--- src/rtl/io_sevenseg_scan.sv ---
// Six-digit multiplexed common-anode seven-segment driver for the MEM-stage output ports.
// Optional decimal display mode is enabled by defining IO_SCAN_DEC_EN (hex mode otherwise).
module io_sevenseg_scan #(
  parameter int DIV = 50000
) (
  input  logic        clock,
  input  logic        resetn,
  input  logic [31:0] real_out_port0,
  input  logic [31:0] real_out_port1,
  input  logic [31:0] real_out_port2,
  output logic [5:0]  an_n,
  output logic [6:0]  seg_n,
  output logic        frame_tick
);

  localparam logic [15:0] PRE_MAX = 16'(DIV - 1);

  logic [15:0] pre;
  logic [2:0]  dig;
  logic [7:0]  snap0, snap1, snap2;
  logic        tick;
  logic        wrap;
  logic [7:0]  byte_sel;
  logic [6:0]  seg_next;
  logic        unused_bits;

  assign unused_bits = ^{real_out_port0[31:8], real_out_port1[31:8], real_out_port2[31:8]};

  assign tick = (pre == PRE_MAX);
  assign wrap = tick && (dig == 3'd5);

  function automatic logic [6:0] hex_pattern(input logic [3:0] nib);
    case (nib)
      4'h0: hex_pattern = 7'h40;
      4'h1: hex_pattern = 7'h79;
      4'h2: hex_pattern = 7'h24;
      4'h3: hex_pattern = 7'h30;
      4'h4: hex_pattern = 7'h19;
      4'h5: hex_pattern = 7'h12;
      4'h6: hex_pattern = 7'h02;
      4'h7: hex_pattern = 7'h78;
      4'h8: hex_pattern = 7'h00;
      4'h9: hex_pattern = 7'h10;
      4'hA: hex_pattern = 7'h08;
      4'hB: hex_pattern = 7'h03;
      4'hC: hex_pattern = 7'h46;
      4'hD: hex_pattern = 7'h21;
      4'hE: hex_pattern = 7'h06;
      default: hex_pattern = 7'h0E;
    endcase
  endfunction

  // Digit pair 2n+1:2n shows snapshot n; odd digit carries the more significant symbol.
  always_comb begin
    byte_sel = 8'h00;
    seg_next = 7'h7F;
    case (dig[2:1])
      2'd0:    byte_sel = snap0;
      2'd1:    byte_sel = snap1;
      2'd2:    byte_sel = snap2;
      default: byte_sel = 8'h00;
    endcase
`ifdef IO_SCAN_DEC_EN
    if (byte_sel > 8'd99) begin
      seg_next = 7'h3F;
    end else begin
      seg_next = hex_pattern(dig[0] ? 4'(byte_sel / 8'd10) : 4'(byte_sel % 8'd10));
    end
`else
    seg_next = hex_pattern(dig[0] ? byte_sel[7:4] : byte_sel[3:0]);
`endif
  end

  always_ff @(posedge clock or negedge resetn) begin
    if (!resetn) begin
      pre        <= 16'd0;
      dig        <= 3'd0;
      snap0      <= 8'h00;
      snap1      <= 8'h00;
      snap2      <= 8'h00;
      frame_tick <= 1'b0;
      an_n       <= 6'h3F;
      seg_n      <= 7'h7F;
    end else begin
      pre <= tick ? 16'd0 : pre + 16'd1;
      if (tick) begin
        // 6 and 7 are unreachable; any such value recovers to digit 0.
        dig <= (dig >= 3'd5) ? 3'd0 : dig + 3'd1;
      end
      if (wrap) begin
        snap0 <= real_out_port0[7:0];
        snap1 <= real_out_port1[7:0];
        snap2 <= real_out_port2[7:0];
      end
      frame_tick <= wrap;
      // Anode and segments load together so digits never ghost.
      an_n  <= ~(6'b000001 << dig);
      seg_n <= seg_next;
    end
  end

endmodule

--- config.mk ---
export PLATFORM = sky130hd
export DESIGN_NAME = io_sevenseg_scan
export DESIGN_NICKNAME = d
export VERILOG_FILES = /design/src/rtl/io_sevenseg_scan.sv
export SDC_FILE = /design/constraint.sdc
export NUM_CORES = 1
export LEC_CHECK = 0
export CORE_ASPECT_RATIO = 1.1
export CORE_MARGIN = 2
export CORE_UTILIZATION = 49
export CTS_BUF_LIST = sky130_fd_sc_hd__clkbuf_8
export DETAILED_ROUTE_END_ITERATION = 12
export HOLD_SLACK_MARGIN = 0.12
export PLACE_DENSITY = 0.95
export SETUP_SLACK_MARGIN = 0.5
export SLEW_MARGIN = 20
export SYNTH_ARGS = -nofsm -noshare
export SYNTH_HDL_FRONTEND = slang
export SYNTH_SLANG_ARGS = --single-unit
--- constraint.sdc ---
create_clock -name clock -period 3.65 [get_ports clock]
set_input_delay 0.73 -clock clock [delete_from_list [all_inputs] [get_ports clock]]
set_output_delay 0.73 -clock clock [all_outputs]
set_load 0.01 [all_outputs]
==> qor.csv <==
stage;metric;value;unit
worst_setup_path;crit_buf_inv;2;
floorplan;coreArea;5730;um2
synthesis;synthesis.nets;347;
worst_setup_path;r2r_end;seg_n[3];
clock_tree;clock_latency;0.34;ns
timing;min_period_over_period;66.8;%
routing;top_layer;met4;
power_and_ir_drop;powerDensity;366;nW/um2
worst_setup_path;critical_path.max_stage_delay;0.84;ns
synthesis;netlist_area;2880;um2
routing;wirelength;5400;um
power_and_ir_drop;p_leak;1.57;nW
clock_tree;cts_tree;yes;
global_routing;grt_pass1_vias;1952;
routing;wl_met2;2690;um
worst_setup_path;cp_max_fo;25;
worst_setup_path;crit_chain;mux2i_1 -> o211ai_1 -> nand3_1 -> inv_1 -> ha_1 -> inv_1 -> mux2_2 -> mux2i_1;
routing;remaining_drc_errors;0;
global_routing;grt_usage;18.0;%
timing;tightestPinTransition;0.987;ns
synthesis;yosysWarnings;0;
timing;drv_slew;0;
final_layout;diodes;0;
synthesis;ys_ff_latch;57;
timing;hold_viol;0;
floorplan;die_h;84.4;um
worst_hold_path;min_path_type;primary input to asynchronous set/reset pin;
timing;rsz0062_at_grt;false;
routing;drt_iter0_drc;65;
synthesis;synth.lib_cells_used.distinct;42;
global_routing;grt_pass1_wl;9050;um
routing;met1_length;2300;um
synthesis;yosysMostFrequentCell;dfrtp_1;
worst_setup_path;r2r_slack;1.21;ns
synthesis;synth_ff_type;dfrtp_1;
timing;max_freq;0.410;GHz
placed_design;hpwl;3810;um
synthesis;synth_edf_count;0;
worst_setup_path;cpMaxStageDelayCell;dfrtp_1;
routing;ant_nets;0;
synthesis;synth_common_cells;dfrtp_1 (44), nor2_1 (21), mux2_4 (20);
clock_tree;clk_root_buffer_cell;clkbuf_8;
worst_setup_path;path_depth;8;
synthesis;syn-mean-instance-area;12.2;um2
worst_setup_path;worstPathArrival;2.70;ns
clock_tree;cts.sink_count;57;
worst_setup_path;r2r_cells;8;
final_layout;design_area;3490;um2
clock_tree;cts_hold_buf;0;
worst_setup_path;critPathLaunch;dig[1];
timing;min_period;2.44;ns
worst_setup_path;r2r-start;dig[1];
worst_setup_path;crit_required;3.91;ns
synthesis;yosys.area.top_type;dfrtp_1;
placed_design;gp_congestion;0.818;
worst_setup_path;end_kind;register;
final_layout;nets;387;
floorplan;start_util;50.3;%
synthesis;syn_inst;237;
routing;dr.pass1.iters;4;
routing;via_per_inst;5.25;
global_routing;grt_antenna_before_repair;0;
timing;max-slew-margin-rel;33.9;%
global_routing;grt_overflow;0;
power_and_ir_drop;irDropWorstVdd;0.240;mV
worst_setup_path;cp-start-kind;register;
worst_setup_path;critPathTopFamily;flip-flops;
clock_tree;cts_made_buffers;9;
final_layout;area_growth;21.1;%
final_layout;fill_cells;455;
routing;wl_per_cell;15.0;um
clock_tree;cts_max_level;3;
placed_design;placed_area;3280;um2
synthesis;yosysSeqAreaShare;50.0;%
synthesis;synth_top_area_share;38.2;%
floorplan;die_area;6510;um2
timing;setup_viol;0;
clock_tree;clk_pin_slew_worst_paths;0.06;ns
outcome;outcome;finished, final reports clean;
floorplan;rows;29;
timing;finalSetupTns;0;ns
clock_tree;cts_buffer_depth;2;
final_layout;drive_gt1_share;22.3;%
worst_setup_path;critPathCapture;seg_n[3];
worst_setup_path;path_class;register to register;
clock_tree;postCtsSetupRepairBufs;0;
global_routing;grt_max_degree;38;
power_and_ir_drop;power;1.28;mW
clock_tree;cts-resized-gates;0;
synthesis;async_flop_share;100;%
job;drv_cap;0;
floorplan;ioPinCount;112;
floorplan;dieWidth;77.1;um
timing;fin_skew;0.00682;ns
routing;vias;1886;
synthesis;yosys-top-cells-area;dfrtp_1 (38%), dfstp_2 (12%), mux2_4 (10%);
routing;wl_met3;231;um
placed_design;port_buffers;39;
==> power by group <==
group | leakage (nW) | switching [mW] | internal, mW
sequential | 0.736 | 0 | 0.633
combinational | 0.716 | 0.0161 | 0.0239
clock | 0.115 | 0.240 | 0.365
==> flip-flops by register name, summed over array words and instances (netlist names) <==
name	flops
snap0	8
dig	3
seg_n	7
pre	16
snap2	8
an_n	6
frame_tick	1
snap1	8
==> through the flow <==
stage	util, %	instances	hold WS (ns)	worst slack [ns]
3_5_place_dp	57.3	343	0.481	1.24
3_3_place_gp	57.3	343	0.474	1.34
5_1_grt	60.9	359	0.512	0.959
2_1_floorplan	-	237	0.434	1.78
6_report	60.9	359	0.489	1.21
4_1_cts	60.9	359	0.489	1.24
==> worst min path at each step <==
| stage | slack [ns] | end | cells after the start |
|---|---|---|---|
| after floorplan | 0.43 | dig[0] | 0 |
| after global placement | 0.47 | pre[0] | 1 |
| after detailed placement | 0.48 | pre[0] | 1 |
| after CTS | 0.49 | pre[0] | 1 |
| after global routing | 0.51 | pre[10] | 1 |
| final | 0.49 | snap1[6] | 1 |
==> logic make-up after synthesis <==
family                     count (synthesis)  share of synthesized area (%)
and+or+nand+nor                           71                           13.7
DFF                                       57                           50.0
muxes                                     36                           16.3
buffers and inverters                     24                           4.73
AOI/OAI and AO/OA                         22                           5.43
xor gates and xnor gates                  15                           4.56
adders and majority gates                 12                           5.21
==> per-layer routing <==
| metal | vias to the layer above | GRT usage, % |
|---|---|---|
| met2 | 44 | 28.6 |
| met3 | 16 | 4.84 |
| met1 | 932 | 21.6 |
| met5 | - | 0 |
| met4 | 0 | 11.5 |
| li1 | 894 | - |
==> cells in the final DEF, fill, tap and decap left out, types with 6 or more instances in the layout <==
cell | Yosys | layout
xor2_1 | 6 | 6
inv_1 | 13 | 15
ha_1 | 12 | 12
clkbuf_8 | 0 | 12
mux2i_1 | 8 | 8
o21ai_0 | 6 | 6
mux2_2 | 8 | 8
xnor2_1 | 9 | 9
dfstp_2 | 13 | 13
nor2_1 | 21 | 21
mux2_4 | 20 | 20
nand2_1 | 10 | 10
clkdlybuf4s50_1 | 0 | 38
dfrtp_1 | 44 | 44
nand3_1 | 6 | 6
==> layout make-up <==
cell class / instances / area [um2] / share of cell area (%)
inverter: 13 / 48.8 / 1.40
clock inverter: 4 / 42.5 / 1.22
clock buffer: 12 / 165 / 4.73
multi-input combinational: 156 / 1300 / 37.3
tap: 77 / 96.3 / 2.76
sequential: 57 / 1440 / 41.3
timing repair buffer: 40 / 393 / 11.3
Power figures use the tool's default switching activity.
